$ cat config.mk
export PLATFORM = sky130hd
export DESIGN_NAME = ip_mem_tester_flat
export DESIGN_NICKNAME = d
export VERILOG_FILES = /design/src/rtl/ip_mem_tester_if.sv /design/src/rtl/ip_mem_tester.sv /design/src/flat_wrapper.sv
export SDC_FILE = /design/constraint.sdc
export NUM_CORES = 1
export LEC_CHECK = 0
export CAP_MARGIN = 20
export CORE_MARGIN = 2
export CORE_UTILIZATION = 40
export CTS_BUF_LIST = sky130_fd_sc_hd__clkbuf_16
export DETAILED_ROUTE_END_ITERATION = 16
export SLEW_MARGIN = 20
export SYNTH_ARGS = -nofsm -noshare
export SYNTH_HDL_FRONTEND = slang
export SYNTH_SLANG_ARGS = --single-unit
$ cat constraint.sdc
create_clock -name clk -period 3.3 [get_ports clk]
set_clock_uncertainty 0.15 [all_clocks]
set_input_delay 0.66 -clock clk [delete_from_list [all_inputs] [get_ports clk]]
set_output_delay 0.66 -clock clk [all_outputs]
set_load 0.005 [all_outputs]
$ cat src/rtl/ip_mem_tester_if.sv
// Request bus between ip_mem_tester and the PSRAM controller ports, plus the
// report byte stream towards ip_uart.
interface ip_mem_tester_if #(
   parameter int CH = 2,
   parameter int AW = 22,
   parameter int DW = 8
);
   logic [CH-1:0]    mem_rd;
   logic [CH-1:0]    mem_wr;
   logic [CH-1:0]    mem_busy;
   logic [AW-1:0]    mem_address;
   logic [DW-1:0]    mem_wdata;
   logic [CH*DW-1:0] mem_rdata;
   logic [CH-1:0]    mem_rdata_en;
   logic [7:0]       send_data;
   logic             send_req;
   logic             send_busy;

   modport master (
      output mem_rd, mem_wr, mem_address, mem_wdata, send_data, send_req,
      input  mem_busy, mem_rdata, mem_rdata_en, send_busy
   );

   modport slave (
      input  mem_rd, mem_wr, mem_address, mem_wdata, send_data, send_req,
      output mem_busy, mem_rdata, mem_rdata_en, send_busy
   );
endinterface

$ cat src/rtl/ip_mem_tester.sv
// Multi-channel memory self-test: writes a pattern over 0..LAST_ADDR on every
// channel, reads it back, counts failures and reports OK/NG as ASCII bytes.
module ip_mem_tester #(
   parameter int CH        = 2,
   parameter int AW        = 22,
   parameter int DW        = 8,
   parameter int LAST_ADDR = (2 ** AW) - 1,
   parameter int TIMEOUT   = 1023
) (
   input  logic          clk,
   input  logic          n_reset,
   input  logic          start,
   input  logic [1:0]    mode,
   output logic          done,
   output logic          fail,
   output logic [15:0]   err_count,
   output logic [AW-1:0] fail_address,
   output logic [1:0]    fail_channel,
   ip_mem_tester_if.master bus
);
   localparam int HD = (AW + 3) / 4;
   localparam int HW = HD * 4;
   localparam int TW = $clog2(TIMEOUT + 1);

   typedef enum logic [2:0] {
      IDLE, WRITE, READ_REQ, READ_WAIT, REPORT, DONE
   } state_t;

   state_t        state_r;
   logic [1:0]    mode_r;
   logic [AW-1:0] addr_r;
   logic [1:0]    ch_r;
   logic [TW-1:0] tmo_r;
   logic [4:0]    byte_idx_r;
   logic          done_r, fail_r;
   logic [15:0]   err_count_r;
   logic [AW-1:0] fail_address_r;
   logic [1:0]    fail_channel_r;
   logic [CH-1:0] mem_rd_r, mem_wr_r;
   logic [AW-1:0] mem_address_r;
   logic [DW-1:0] mem_wdata_r;
   logic [7:0]    send_data_r;
   logic          send_req_r;

   logic          req_prev_s, last_s, busy_sel_s, en_sel_s;
   logic [DW-1:0] rdata_sel_s, pattern_s;
   logic [CH-1:0] ch_onehot_s;
   logic [HW-1:0] fa_pad_s;
   logic [3:0]    hex_nib_s;
   logic [7:0]    report_byte_s;
   logic [4:0]    report_len_s;

   function automatic logic [DW-1:0] pattern(input logic [1:0] m, input logic [AW-1:0] a);
      logic [DW-1:0] a_ext;
      a_ext = DW'(a);
      case (m)
         2'd0:    pattern = ~a_ext;
         2'd1:    pattern = a_ext;
         2'd2:    pattern = {{(DW-1){1'b0}}, 1'b1} << (a % DW);
         2'd3:    pattern = a[0] ? {(DW/2){2'b10}} : {(DW/2){2'b01}};
         default: pattern = '0;
      endcase
   endfunction

   function automatic logic [7:0] hex_ascii(input logic [3:0] nib);
      hex_ascii = (nib < 4'd10) ? {4'h3, nib} : (8'h37 + {4'h0, nib});
   endfunction

   // Channel selection, pattern and request-spacing helpers
   always_comb begin
      busy_sel_s  = 1'b0;
      en_sel_s    = 1'b0;
      rdata_sel_s = '0;
      for (int c = 0; c < CH; c++) begin
         busy_sel_s  = busy_sel_s | (bus.mem_busy[c] & (ch_r == 2'(c)));
         en_sel_s    = en_sel_s | (bus.mem_rdata_en[c] & (ch_r == 2'(c)));
         rdata_sel_s = rdata_sel_s | (bus.mem_rdata[c*DW +: DW] & {DW{ch_r == 2'(c)}});
      end
      ch_onehot_s = CH'(1'b1) << ch_r;
      pattern_s   = pattern(mode_r, addr_r);
      req_prev_s  = (|mem_rd_r) | (|mem_wr_r) | send_req_r;
      last_s      = (addr_r == AW'(LAST_ADDR)) && (ch_r == 2'(CH - 1));
   end

   // Report byte for the current index: "OK\r\n" or "NG<hex address>\r\n"
   always_comb begin
      report_len_s = (err_count_r == 16'd0) ? 5'd4 : 5'(4 + HD);
      fa_pad_s     = HW'(fail_address_r);
      hex_nib_s    = 4'd0;
      for (int i = 0; i < HD; i++) begin
         hex_nib_s = hex_nib_s | (fa_pad_s[(HD-1-i)*4 +: 4] & {4{byte_idx_r == 5'(i + 2)}});
      end
      if (err_count_r == 16'd0) begin
         case (byte_idx_r)
            5'd0:    report_byte_s = 8'h4F;
            5'd1:    report_byte_s = 8'h4B;
            5'd2:    report_byte_s = 8'h0D;
            default: report_byte_s = 8'h0A;
         endcase
      end else if (byte_idx_r == 5'd0) begin
         report_byte_s = 8'h4E;
      end else if (byte_idx_r == 5'd1) begin
         report_byte_s = 8'h47;
      end else if (byte_idx_r < 5'(2 + HD)) begin
         report_byte_s = hex_ascii(hex_nib_s);
      end else if (byte_idx_r == 5'(2 + HD)) begin
         report_byte_s = 8'h0D;
      end else begin
         report_byte_s = 8'h0A;
      end
   end

   // Test sequencer with registered request and status outputs
   always_ff @(posedge clk or negedge n_reset) begin
      if (!n_reset) begin
         state_r        <= IDLE;
         mode_r         <= 2'd0;
         addr_r         <= '0;
         ch_r           <= 2'd0;
         tmo_r          <= '0;
         byte_idx_r     <= 5'd0;
         done_r         <= 1'b0;
         fail_r         <= 1'b0;
         err_count_r    <= 16'd0;
         fail_address_r <= '0;
         fail_channel_r <= 2'd0;
         mem_rd_r       <= '0;
         mem_wr_r       <= '0;
         mem_address_r  <= '0;
         mem_wdata_r    <= '0;
         send_data_r    <= 8'd0;
         send_req_r     <= 1'b0;
      end else begin
         mem_rd_r   <= '0;
         mem_wr_r   <= '0;
         send_req_r <= 1'b0;
         case (state_r)
            IDLE, DONE: begin
               if (start) begin
                  mode_r         <= mode;
                  err_count_r    <= 16'd0;
                  fail_r         <= 1'b0;
                  done_r         <= 1'b0;
                  fail_address_r <= '0;
                  fail_channel_r <= 2'd0;
                  addr_r         <= '0;
                  ch_r           <= 2'd0;
                  state_r        <= WRITE;
               end
            end
            WRITE: begin
               if (!req_prev_s && !busy_sel_s) begin
                  mem_wr_r      <= ch_onehot_s;
                  mem_address_r <= addr_r;
                  mem_wdata_r   <= pattern_s;
                  if (last_s) begin
                     addr_r  <= '0;
                     ch_r    <= 2'd0;
                     state_r <= READ_REQ;
                  end else if (ch_r == 2'(CH - 1)) begin
                     ch_r   <= 2'd0;
                     addr_r <= addr_r + AW'(1'b1);
                  end else begin
                     ch_r <= ch_r + 2'd1;
                  end
               end
            end
            READ_REQ: begin
               if (!req_prev_s && !busy_sel_s) begin
                  mem_rd_r      <= ch_onehot_s;
                  mem_address_r <= addr_r;
                  tmo_r         <= '0;
                  state_r       <= READ_WAIT;
               end
            end
            READ_WAIT: begin
               if (en_sel_s || (tmo_r == TW'(TIMEOUT))) begin
                  // A timeout and a data mismatch are both one failed compare
                  if (!en_sel_s || (rdata_sel_s != pattern_s)) begin
                     if (err_count_r != 16'hFFFF) begin
                        err_count_r <= err_count_r + 16'd1;
                     end
                     if (err_count_r == 16'd0) begin
                        fail_address_r <= addr_r;
                        fail_channel_r <= ch_r;
                     end
                  end
                  if (last_s) begin
                     addr_r     <= '0;
                     ch_r       <= 2'd0;
                     byte_idx_r <= 5'd0;
                     state_r    <= REPORT;
                  end else if (ch_r == 2'(CH - 1)) begin
                     ch_r    <= 2'd0;
                     addr_r  <= addr_r + AW'(1'b1);
                     state_r <= READ_REQ;
                  end else begin
                     ch_r    <= ch_r + 2'd1;
                     state_r <= READ_REQ;
                  end
               end else begin
                  tmo_r <= tmo_r + TW'(1'b1);
               end
            end
            REPORT: begin
               if (!req_prev_s && !bus.send_busy) begin
                  send_req_r  <= 1'b1;
                  send_data_r <= report_byte_s;
                  byte_idx_r  <= byte_idx_r + 5'd1;
                  if (byte_idx_r == report_len_s - 5'd1) begin
                     done_r  <= 1'b1;
                     fail_r  <= (err_count_r != 16'd0);
                     state_r <= DONE;
                  end
               end
            end
            default: state_r <= IDLE;
         endcase
      end
   end

   assign done            = done_r;
   assign fail            = fail_r;
   assign err_count       = err_count_r;
   assign fail_address    = fail_address_r;
   assign fail_channel    = fail_channel_r;
   assign bus.mem_rd      = mem_rd_r;
   assign bus.mem_wr      = mem_wr_r;
   assign bus.mem_address = mem_address_r;
   assign bus.mem_wdata   = mem_wdata_r;
   assign bus.send_data   = send_data_r;
   assign bus.send_req    = send_req_r;
endmodule

$ cat src/flat_wrapper.sv
// flat-port wrapper written by rule: the top's interface ports become plain ports
module ip_mem_tester_flat 
#(
   parameter int CH        = 2,
   parameter int AW        = 22,
   parameter int DW        = 8,
   parameter int LAST_ADDR = (2 ** AW) - 1,
   parameter int TIMEOUT   = 1023
)
  (clk, n_reset, start, mode, done, fail, err_count, fail_address, fail_channel, bus_mem_rd, bus_mem_wr, bus_mem_address, bus_mem_wdata, bus_send_data, bus_send_req, bus_mem_busy, bus_mem_rdata, bus_mem_rdata_en, bus_send_busy);
  ip_mem_tester_if #(.CH(CH), .AW(AW), .DW(DW)) bus_i ();
  input  logic clk;
  input  logic n_reset;
  input  logic start;
  input  logic [1:0] mode;
  output logic done;
  output logic fail;
  output logic [15:0] err_count;
  output logic [AW-1:0] fail_address;
  output logic [1:0] fail_channel;
  output wire logic [$bits(bus_i.mem_rd)-1:0] bus_mem_rd;
  output wire logic [$bits(bus_i.mem_wr)-1:0] bus_mem_wr;
  output wire logic [$bits(bus_i.mem_address)-1:0] bus_mem_address;
  output wire logic [$bits(bus_i.mem_wdata)-1:0] bus_mem_wdata;
  output wire logic [$bits(bus_i.send_data)-1:0] bus_send_data;
  output wire logic [$bits(bus_i.send_req)-1:0] bus_send_req;
  input wire logic [$bits(bus_i.mem_busy)-1:0] bus_mem_busy;
  input wire logic [$bits(bus_i.mem_rdata)-1:0] bus_mem_rdata;
  input wire logic [$bits(bus_i.mem_rdata_en)-1:0] bus_mem_rdata_en;
  input wire logic [$bits(bus_i.send_busy)-1:0] bus_send_busy;
  assign bus_mem_rd = bus_i.mem_rd;
  assign bus_mem_wr = bus_i.mem_wr;
  assign bus_mem_address = bus_i.mem_address;
  assign bus_mem_wdata = bus_i.mem_wdata;
  assign bus_send_data = bus_i.send_data;
  assign bus_send_req = bus_i.send_req;
  assign bus_i.mem_busy = bus_mem_busy;
  assign bus_i.mem_rdata = bus_mem_rdata;
  assign bus_i.mem_rdata_en = bus_mem_rdata_en;
  assign bus_i.send_busy = bus_send_busy;
  ip_mem_tester #(.CH(CH), .AW(AW), .DW(DW), .LAST_ADDR(LAST_ADDR), .TIMEOUT(TIMEOUT)) u_core (.clk(clk), .n_reset(n_reset), .start(start), .mode(mode), .done(done), .fail(fail), .err_count(err_count), .fail_address(fail_address), .fail_channel(fail_channel), .bus(bus_i));
endmodule
==> results.yml, run 1 <==
logic_synthesis:
  ys_seq_area_share_pct: 45.2
  synth_ff_type: "dfrtp_1"
  synth_compound_area_share_pct: 19.0
  synth-simple-area-share_pct: 20.5
  syn_area_per_cell_um2: 9.48
  synth_largest_area_cell: "dfrtp_1"
  synth_top_family_by_area: "simple AND/OR/NAND/NOR gates"
  syn_inst: 747
  yosys-top-cells-area: "dfrtp_1 (45%), o21ai_0 (3.9%), nand2_1 (3.6%), nor2_1 (3.2%), a22o_1 (3.2%)"
  ys_ff_latch: 128
  synthesis.area_um2: 7080
  async_flop_share_pct: 100
  synth_warnings: 0
  netlist-cell-type-count: 72
  yosys.area_share.xor_xnor_pct: 1.71
  synthMuxAreaShare_pct: 6.40
  synth_edf_count: 0
  yosys.area_share.adder_pct: 2.47
  syn-num-nets: 787
  synth_top_area_share_pct: 45.2
setup_path:
  setup.worst_path.class: "flop to flop"
  crit_chain: "inv_1 -> ha_1 -> nand3_1 -> a32oi_1 -> buf_4 -> or3_1 -> o211ai_1 -> nand4_1 -> o21ai_2 -> or3_1 -> buf_4 -> a22o_1"
  worst_ep_required_time_ns: 3.50
  reg2reg_from: "u_core.addr_r[0]"
  arrival_ns: 3.32
  cpPeakStageDelay_ns: 0.52
  rrSetupSlack_ns: 0.18
  startpoint_type: "flop"
  slowest_stage: "dfrtp_1"
  r2r_cells: 12
  cp-end-kind: "flop"
  reg2reg_to: "u_core.fail_address[9]"
  cp_max_fo: 24
layout:
  drive_gt1_share_pct: 10.4
  antenna_cells: 0
  fin_area_um2: 8980
  fin_nets: 893
  multiInputGateArea_um2: 3550
  areaGrowthSynthToFinish_pct: 26.9
  final_cells: 1090
  fin_util_pct: 51.9
  regArea_um2: 3200
  fillCellCount: 1588
clock_tree:
  clock-sinks: 128
  cts_made_buffers: 17
  cts_max_level: 4
  post_cts.repair.setup_buffers: 0
  cts_buffer_depth: 2
  clock_latency_ns: 0.42
  root_buffer: "clkbuf_16"
  cts.clk_slew.worst_paths_ns: 0.05
  cts_tree: "built"
hold_path:
  hp-class: "input pin to asynchronous set/reset pin"
place:
  gp_congestion: 0.845
  dpl.hpwl_mm: 14.0
  dp.cells: 1059
  pre_cts_slack_ns: 0.111
  io_buffers: 109
  placed_area_um2: 8430
detailed_routing:
  drc: 0
  first_pass_iters: 5
  drt_iter0_drc: 523
  drtAntennaViolNets: 0
  vias: 6269
  wl_per_cell_um: 17.8
  wl_mm: 19.4
  vias_per_cell: 5.75
die:
  initial_core_util_pct: 40.9
  fp.dieH_um: 137
  die-area_um2: 18800
  rows: 48
  core_region_area_um2: 17300
  die_w_um: 137
  ios: 111
timing:
  maxSlewViolCount: 0
  hold_viol_final: 0
  relSlewSlack_pct: 47.2
  hold_slack_ns: 0.142
  fin_crit_ns: 3.12
  setup_viol: 0
  worst_slack_ns: 0.182
  fmax_mhz: 321
  fin_crit_sh_pct: 94.5
  worstMarginPinSlew_ns: 0.786
  rsz0062_at_grt: "false"
  setup_tns_ns: 0
global_routing:
  grt_max_degree: 54
  grt.total_usage_pct: 21.6
  grt_pass1_wl_mm: 31.7
  grt_pass1_vias: 6033
  antenna_found_initial: 0
  gr-total-overflow: 0
power_and_ir_drop:
  powerDensity_nw_per_um2: 638
  vdd_drop_max_uv: 405
  p_leak_nw: 3.79
  total_power_mw: 5.73
job:
  drv_cap: 0
outcome:
  status: "completed"
[worst max-delay path: cells and delay by family (launching register included)]
family                     cells  cell delay, ns
AOI/OAI and AO/OA              4            0.73
adders and majority gates      1            0.23
buffers and inverters          3            0.61
DFF                            1            0.52
and+or+nand+nor                4            0.79
[placed cells by master (no fill, tap or decap), types with 3 or more instances in the layout]
master / count
nor4_1: 6
clkdlybuf4s50_1: 108
nand4_1: 9
clkbuf_16: 17
nand2b_1: 16
nor3b_1: 3
nor3_1: 20
mux2_2: 15
a22o_1: 26
xor2_1: 4
o21ai_1: 14
a31oi_1: 9
nor4bb_1: 3
o211ai_1: 3
nand3_1: 35
nor2_1: 61
dfrtp_1: 127
clkinv_1: 3
and3_1: 16
or3_1: 9
or4_1: 3
o21ai_0: 55
clkinv_2: 4
buf_4: 28
nand3b_1: 6
xnor2_1: 8
nand2_1: 67
mux2_1: 11
mux2i_1: 16
o41ai_1: 9
inv_1: 19
or2_2: 4
nor2b_1: 12
o31ai_1: 25
a21oi_1: 20
ha_1: 14
[report_power, final]
| part | total (mW) | switching (mW) | leakage, nW | internal (mW) |
|---|---|---|---|---|
| Sequential | 2.00 | 0.251 | 1.75 | 1.75 |
| Clock | 1.77 | 0.683 | 0.276 | 1.09 |
| Combinational | 1.96 | 1.05 | 1.76 | 0.910 |
| Total | 5.73 | 1.98 | 3.79 | 3.75 |
[metal layers]
metal	vias up	track usage, %	routed length [um]
li1	2950	-	-
met1	3098	29.5	8870
met2	201	35.1	9380
met3	20	4.41	981
met4	0	5.50	180
met5	-	0	0
[registers in the layout, summed over array words and instances (netlist names)]
name	cells
u_core.bus.mem_rd	2
u_core.bus.mem_wdata	8
u_core.done	1
u_core.fail_channel	2
u_core.err_count	16
u_core.ch_r	2
u_core.bus.mem_wr	2
u_core.bus.send_data	7
u_core.mode_r	2
u_core.bus.mem_address	22
u_core.fail	1
u_core.state_r	3
u_core.byte_idx_r	5
u_core.addr_r	22
u_core.tmo_r	10
u_core.fail_address	22
u_core.bus.send_req	1
[synthesized netlist by cell type (all sizes together), types with 3 or more instances]
library cell,number
o21ai,71
ha,14
nor3b,5
a211oi,3
nand4,9
mux2i,16
a21oi,20
nand2b,16
nor2,61
a32o,3
a31oi,9
xor2,5
dfrtp,128
xnor2,8
nor3,20
or2,5
o31ai,25
buf,24
clkbuf,27
and3,16
o211ai,4
o21ba,3
or4,3
nand3,35
nand2,67
mux2,26
o41ai,9
nor4,7
nor4bb,3
inv,17
nand3b,6
or3,9
a22o,26
nor2b,12
[logic make-up after synthesis]
family	after synthesis
xor gates and xnor gates	13
DFF	128
AOI/OAI and AO/OA	197
muxes	42
other	1
buffers and inverters	69
adders and majority gates	14
and+or+nand+nor	283
[how the worst max path moves through the flow]
| stage | startpoint | end | slack (ns) | depth (start not counted) |
|---|---|---|---|---|
| global placement | bus_mem_rdata[12] | u_core.fail_address[20] | 0.20 | 10 |
| finish | u_core.addr_r[0] | u_core.fail_address[9] | 0.18 | 12 |
| detailed placement | bus_mem_rdata[12] | u_core.fail_channel[0] | 0.11 | 10 |
| floorplan | u_core.addr_r[0] | u_core.fail_channel[1] | 0.35 | 13 |
| global route | u_core.addr_r[0] | u_core.fail_address[9] | 0.04 | 11 |
| CTS | u_core.addr_r[0] | u_core.fail_address[9] | 0.20 | 12 |
[layout make-up]
class,count,share of cell area [%]
Clock inverter,14,1.42
Timing Repair Buffer,138,14.8
Sequential cell,128,35.7
Multi-Input combinational cell,550,39.5
Tap cell,225,3.13
Inverter,18,0.752
Clock buffer,17,4.73
[repair_timing]
item | CTS | global route
hold buffers | 0 | 0
resized for setup | 0 | 1
setup endpoints to repair | 0 | 1
endpoints found under the hold margin | 0 | 0
Note: power is estimated with default switching activity, not from simulation.
==> run 2: changes to the inputs <==
==> constraint.sdc (replaced) <==
create_clock -name clk -period 3.3 [get_ports clk]
set_clock_uncertainty 0.15 [all_clocks]
set_input_delay 0.66 -clock clk [delete_from_list [all_inputs] [get_ports clk]]
set_output_delay 0.66 -clock clk [all_outputs]
set_load 0.02 [all_outputs]
==> results of run 2 <==
Same layout as run 1 (identical final DEF). Status: completed.
Main changes from that run: total power 5.73 mW -> 5.86 mW; worst IR drop on VDD 405 uV -> 427 uV
